===== src/rtl/game_input_controller.sv =====
`default_nettype none
// ============================================================================
// Module   : game_input_controller
// Purpose  : N-player joystick/button front end for the Pacman top level.
//            Each raw input goes through a 2-FF synchroniser and a per-bit
//            debouncer. The debounced levels drive a per-player direction
//            latch with a registered change pulse, and a shared pause toggle.
// Options  : define GAME_INPUT_IDLE_EN to build per-player inactivity
//            counters. When it is undefined, idle is tied to 0.
// Revision : 1.0 - initial release
// ============================================================================
module game_input_controller #(
   parameter int NUM_PLAYERS     = 2,
   parameter int DEBOUNCE_CYCLES = 250000,
   parameter int CNT_W           = 18,
   parameter int IDLE_CYCLES     = 50000000
) (
   input  logic                       clock,
   input  logic                       resetn,
   input  logic [NUM_PLAYERS-1:0]     joy_n,
   input  logic [NUM_PLAYERS-1:0]     joy_s,
   input  logic [NUM_PLAYERS-1:0]     joy_e,
   input  logic [NUM_PLAYERS-1:0]     joy_w,
   input  logic [NUM_PLAYERS-1:0]     pause_btn,
   output logic [2*NUM_PLAYERS-1:0]   direction,
   output logic [NUM_PLAYERS-1:0]     dir_changed,
   output logic                       paused,
   output logic                       pause_pulse,
   output logic [NUM_PLAYERS-1:0]     idle
);

   // All raw inputs are handled as one flat vector.
   // Bit index = source*NUM_PLAYERS + player.
   localparam int NB    = 5 * NUM_PLAYERS;
   localparam int SRC_E = 0;
   localparam int SRC_S = 1;
   localparam int SRC_W = 2;
   localparam int SRC_N = 3;
   localparam int SRC_P = 4;

   localparam logic [CNT_W-1:0] DB_LAST = CNT_W'(DEBOUNCE_CYCLES - 1);

   localparam logic [1:0] DIR_E = 2'b00;
   localparam logic [1:0] DIR_S = 2'b01;
   localparam logic [1:0] DIR_W = 2'b10;
   localparam logic [1:0] DIR_N = 2'b11;

   localparam logic [0:0] ST_RUN    = 1'b0;
   localparam logic [0:0] ST_PAUSED = 1'b1;

   logic [NB-1:0]              w_raw;
   logic [NB-1:0]              r_s1;
   logic [NB-1:0]              r_s2;
   logic [NB-1:0]              r_db;
   logic [CNT_W-1:0]           r_cnt [NB];

   logic [2*NUM_PLAYERS-1:0]   w_dir_next;
   logic [NUM_PLAYERS-1:0]     w_dir_chg;
   logic [2*NUM_PLAYERS-1:0]   r_dir;
   logic [NUM_PLAYERS-1:0]     r_dir_chg;

   logic [NUM_PLAYERS-1:0]     w_pause_db;
   logic [NUM_PLAYERS-1:0]     r_pause_prev;
   logic                       w_pause_rise;
   logic [0:0]                 r_state;
   logic                       r_pause_pulse;

   assign w_raw = {pause_btn, joy_n, joy_w, joy_s, joy_e};

   // Two-flop synchroniser for every asynchronous input bit.
   always_ff @(posedge clock) begin
      if (!resetn) begin
         r_s1 <= '0;
         r_s2 <= '0;
      end else begin
         r_s1 <= w_raw;
         r_s2 <= r_s1;
      end
   end

   // Debouncer. A new level is accepted only after it has differed from the
   // stable level for DEBOUNCE_CYCLES consecutive cycles. A revert restarts
   // the count.
   always_ff @(posedge clock) begin
      if (!resetn) begin
         r_db <= '0;
         for (int i = 0; i < NB; i++) begin
            r_cnt[i] <= '0;
         end
      end else begin
         for (int i = 0; i < NB; i++) begin
            if (r_s2[i] == r_db[i]) begin
               r_cnt[i] <= '0;
            end else if (r_cnt[i] == DB_LAST) begin
               r_db[i]  <= r_s2[i];
               r_cnt[i] <= '0;
            end else begin
               r_cnt[i] <= r_cnt[i] + CNT_W'(1);
            end
         end
      end
   end

   // Per-player direction select. Priority is E > S > W > N. When no
   // direction is held, the player keeps its last heading.
   for (genvar p = 0; p < NUM_PLAYERS; p++) begin : g_player
      logic w_e;
      logic w_s;
      logic w_w;
      logic w_n;

      assign w_e = r_db[SRC_E*NUM_PLAYERS + p];
      assign w_s = r_db[SRC_S*NUM_PLAYERS + p];
      assign w_w = r_db[SRC_W*NUM_PLAYERS + p];
      assign w_n = r_db[SRC_N*NUM_PLAYERS + p];

      assign w_dir_next[2*p +: 2] = w_e ? DIR_E :
                                    w_s ? DIR_S :
                                    w_w ? DIR_W :
                                    w_n ? DIR_N : r_dir[2*p +: 2];

      assign w_dir_chg[p] = (w_dir_next[2*p +: 2] != r_dir[2*p +: 2]);
   end

   // Direction register and its change pulse. The pulse updates on the same
   // edge as the direction, so it is high exactly while the new value is
   // first visible.
   always_ff @(posedge clock) begin
      if (!resetn) begin
         r_dir     <= '0;
         r_dir_chg <= '0;
      end else begin
         r_dir     <= w_dir_next;
         r_dir_chg <= w_dir_chg;
      end
   end

   // Any debounced pause rising edge causes one toggle. This holds even if
   // several players press in the same cycle.
   assign w_pause_db   = r_db[SRC_P*NUM_PLAYERS +: NUM_PLAYERS];
   assign w_pause_rise = |(w_pause_db & ~r_pause_prev);

   // Pause FSM (RUN <-> PAUSED) with a toggle pulse aligned to the state change.
   always_ff @(posedge clock) begin
      if (!resetn) begin
         r_pause_prev  <= '0;
         r_state       <= ST_RUN;
         r_pause_pulse <= 1'b0;
      end else begin
         r_pause_prev  <= w_pause_db;
         r_pause_pulse <= w_pause_rise;
         if (w_pause_rise) begin
            r_state <= (r_state == ST_RUN) ? ST_PAUSED : ST_RUN;
         end
      end
   end

   assign direction   = r_dir;
   assign dir_changed = r_dir_chg;
   assign paused      = (r_state == ST_PAUSED);
   assign pause_pulse = r_pause_pulse;

`ifdef GAME_INPUT_IDLE_EN
   localparam int IDLE_W = $clog2(IDLE_CYCLES + 1);
   localparam logic [IDLE_W-1:0] IDLE_MAX = IDLE_W'(IDLE_CYCLES);

   logic [NB-1:0] r_db_prev;
   logic [NB-1:0] w_db_edge;

   // Previous debounced levels, used to detect activity on any input.
   always_ff @(posedge clock) begin
      if (!resetn) begin
         r_db_prev <= '0;
      end else begin
         r_db_prev <= r_db;
      end
   end

   assign w_db_edge = r_db ^ r_db_prev;

   for (genvar p = 0; p < NUM_PLAYERS; p++) begin : g_idle
      logic              w_act;
      logic [IDLE_W-1:0] r_idle_cnt;

      assign w_act = w_db_edge[SRC_E*NUM_PLAYERS + p] |
                     w_db_edge[SRC_S*NUM_PLAYERS + p] |
                     w_db_edge[SRC_W*NUM_PLAYERS + p] |
                     w_db_edge[SRC_N*NUM_PLAYERS + p] |
                     w_db_edge[SRC_P*NUM_PLAYERS + p];

      // Saturating inactivity counter. Any debounced edge from this player clears it.
      always_ff @(posedge clock) begin
         if (!resetn || w_act) begin
            r_idle_cnt <= '0;
         end else if (r_idle_cnt != IDLE_MAX) begin
            r_idle_cnt <= r_idle_cnt + IDLE_W'(1);
         end
      end

      assign idle[p] = (r_idle_cnt >= IDLE_MAX);
   end
`else
   assign idle = '0;
`endif

endmodule
`default_nettype wire

===== config.mk =====
export PLATFORM = sky130hd
export DESIGN_NAME = game_input_controller
export DESIGN_NICKNAME = d
export VERILOG_FILES = /design/src/rtl/game_input_controller.sv
export SDC_FILE = /design/constraint.sdc
export NUM_CORES = 1
export LEC_CHECK = 0
export ABC_CLOCK_PERIOD_IN_PS = 5000
export CAP_MARGIN = 20
export CORE_MARGIN = 8
export CORE_UTILIZATION = 68
export DETAILED_ROUTE_END_ITERATION = 6
export PLACE_DENSITY = 0.86
export SLEW_MARGIN = 5
export SYNTH_ARGS = -nofsm -noshare
export SYNTH_HDL_FRONTEND = slang
export SYNTH_SLANG_ARGS = --single-unit

===== constraint.sdc =====
create_clock -name clock -period 5 [get_ports clock]
set_input_delay 1 -clock clock [delete_from_list [all_inputs] [get_ports clock]]
set_output_delay 1 -clock clock [all_outputs]
set_load 0.01 [all_outputs]

==> impl_metrics.json <==
{
  "path_buf_inv": 0,
  "syn-cell-area_um2": 11260,
  "ff_latch_area_um2": 6206,
  "overflow": 0,
  "synthFlopType": "edfxtp_1",
  "clockBufferDepth": 3,
  "power.density_nw_per_um2": 305.5,
  "drive_above_1_share_pct": 4.587,
  "reg2reg_setup_slack_ns": 2.47,
  "synth_commonest_cells": "nor2_1, edfxtp_1, xnor2_1, nand3_1, inv_1",
  "cts_resized": 0,
  "worstSetupPathType": "reg -> reg",
  "yosys.area_share.xor_xnor_pct": 11.44,
  "setup_tns_ns": 0,
  "first_iter_violations": 584,
  "critPathRequiredTime_ns": 5.23,
  "ir_drop_v": 0.0003209,
  "setup.worst_path.start": "r_cnt[1][0]",
  "min-delay-path-class": "reg -> reg",
  "syn_avg_cell_area_um2": 10.41,
  "slew_viol_final": 0,
  "grt_max_degree": 35,
  "max_stage_delay_ns": 0.68,
  "antenna_found_initial": 0,
  "cts_setup_buffers": 0,
  "min_from": "r_s1[9]",
  "synth_edf_count": 180,
  "cts_buffers": 24,
  "place_hpwl_mm": 14.20,
  "synthAdderAreaFrac_pct": 1.111,
  "min_to": "r_s2[9]",
  "die-area_um2": 20930,
  "ys_seq_area_share_pct": 55.13,
  "ys_seq_elements": 220,
  "synth_mux_area_share_pct": 0.4446,
  "grt_pass1_wl_mm": 36.80,
  "grt_use_total_pct": 21.31,
  "synth_compound_area_share_pct": 4.446,
  "r2r_end": "r_cnt[1][3]",
  "yosys.area.top_type": "edfxtp_1",
  "cts_tree": "yes",
  "drtAntennaViolNets": 0,
  "num_vias": 8284,
  "io_buffers": 19,
  "drv_cap": 0,
  "diodes": 0,
  "rr_worst_depth": 5,
  "cts_root_buf": "clkbuf_16",
  "htreeDepth": 1,
  "cpMaxStageDelayCell": "o211ai_2",
  "async_reset_ff_share_pct": 0,
  "finalNetCount": 1312,
  "r2r-start": "r_cnt[1][0]",
  "rsz0062_at_grt": "no",
  "via_per_inst": 5.421,
  "cp.arrival_ns": 2.76,
  "initial_core_util_pct": 68.61,
  "clk_pin_slew_ns": 0.06,
  "finalClockSkew_ns": 0.008449,
  "gp_routability_congestion": 0.7891,
  "final_util_pct": 79.78,
  "status": "finished, final reports clean",
  "insertion_delay_ns": 0.51,
  "fmax_mhz": 394.7,
  "fin_hold_ws_ns": 0.4321,
  "wl_per_cell_um": 13.86,
  "hold_violations": 0,
  "finalSetupViolations": 0,
  "netlist_top_cells_area": "edfxtp_1, xnor2_1, dfxtp_1",
  "synth.most_common_cell": "nor2_1",
  "syn_inst": 1081,
  "yosys.area_share.simple_pct": 24.46,
  "path_cells": "ha_1, nand3_1, or4_1, o211ai_2, nor2_1",
  "die_h_um": 144.7,
  "endpoint_kind": "flip-flop",
  "ioPinCount": 22,
  "holdBufCountCts": 0,
  "dr.pass1.iters": 4,
  "worstSetupPathDepth": 5,
  "min_path_cells": 1,
  "tightest_slew_ns": 0.8055,
  "p_leak_nw": 4.524,
  "finalWirelength_mm": 21.18,
  "dieWidth_um": 144.7,
  "crit_fanout": 18,
  "syn_to_final_growth_pct": 16.28,
  "fillers": 1061,
  "fp.coreArea_um2": 16410,
  "grt_pass1_vias": 8057,
  "layout_min_cycle_time_ns": 2.534,
  "path_delay_family": "simple AND/OR/NAND/NOR gates",
  "cp-start-kind": "flip-flop",
  "yosys_warnings": 0,
  "drcViolationCount": 0,
  "clock_sinks": 220,
  "num_rows": 47,
  "synth_top_area_share_pct": 48.02,
  "multi_input_area_um2": 5400,
  "synth.distinct_cells": 48,
  "maxSlewHeadroom_pct": 46.15,
  "finalCritPeriodShare_pct": 50.68,
  "synth_top_family_by_area": "simple AND/OR/NAND/NOR gates"
}
[sequential cells by signal, summed over array words and instances (netlist names)]
signal / count
dir_changed: 2
paused: 1
r_cnt: 180
direction: 4
pause_pulse: 1
r_db: 10
r_pause_prev: 2
r_s1: 10
r_s2: 10
[per-layer routing]
layer	up-vias	track usage [%]	routed length (µm)
li1	4145	-	-
met1	3922	27.32	9400
met2	180	36.68	10470
met3	37	3.215	917
met4	0	6.462	384
met5	-	0	0
[logic make-up after synthesis]
| logic type | Yosys count |
|---|---|
| adders and majority gates | 10 |
| and+or+nand+nor | 542 |
| DFF | 220 |
| muxes | 5 |
| AOI/OAI and AO/OA | 75 |
| xor gates and xnor gates | 147 |
| buffers and inverters | 80 |
| other | 2 |
[report_power, final]
part | internal [mW] | switching (mW)
clock | 1.03 | 0.673
combinational | 0.0672 | 0.0948
sequential | 2.05 | 0.0772
[cell usage in the layout, fill, tap and decap left out, types with 10 or more instances in the layout]
| cell type | instances |
|---|---|
| nand3_1 | 68 |
| dfxtp_1 | 40 |
| conb_1 | 182 |
| nand4_1 | 42 |
| a21oi_1 | 28 |
| nor2_1 | 187 |
| edfxtp_1 | 180 |
| clkdlybuf4s50_1 | 18 |
| nand2_1 | 44 |
| nor3_1 | 49 |
| and3_1 | 13 |
| or4_1 | 18 |
| o21ai_0 | 17 |
| ha_1 | 10 |
| or3_1 | 14 |
| nor2_2 | 10 |
| xor2_1 | 34 |
| and2_1 | 23 |
| nor4_1 | 41 |
| clkbuf_1 | 13 |
| nor4b_1 | 13 |
| clkbuf_16 | 25 |
| xnor2_1 | 113 |
| inv_1 | 59 |
[per-stage QoR]
| step | total power [mW] | cells | setup WS, ns | instance area (µm²) |
|---|---|---|---|---|
| after CTS | 4.020 | 1526 | 2.366 | 13080 |
| final | 3.999 | 1528 | 2.466 | 13090 |
| after global placement | 2.309 | 1482 | 2.323 | 12310 |
| after floorplan | 2.273 | 1261 | 2.733 | 11930 |
| after global routing | 4.138 | 1528 | 2.291 | 13090 |
| after detailed placement | 2.319 | 1482 | 2.258 | 12310 |
[layout make-up]
type                    instances  share of cell area (%)
clock inverters                 2                  0.2676
flip-flops and latches        220                   47.41
inverters                      59                   1.692
clock buffers                  42                   5.573
well taps                     220                   2.103
repair buffers                 24                   1.701
multi-input cells             961                   41.25
[how the worst max path moves through the flow]
stage          slack [ns]           end
2_1_floorplan        2.73  r_cnt[2][14]
3_5_place_dp         2.26   r_cnt[9][5]
6_report             2.47   r_cnt[1][3]
3_3_place_gp         2.32   r_cnt[9][7]
5_1_grt              2.29   r_cnt[4][8]
4_1_cts              2.37   r_cnt[3][2]
(Power assumes the default switching activity.)
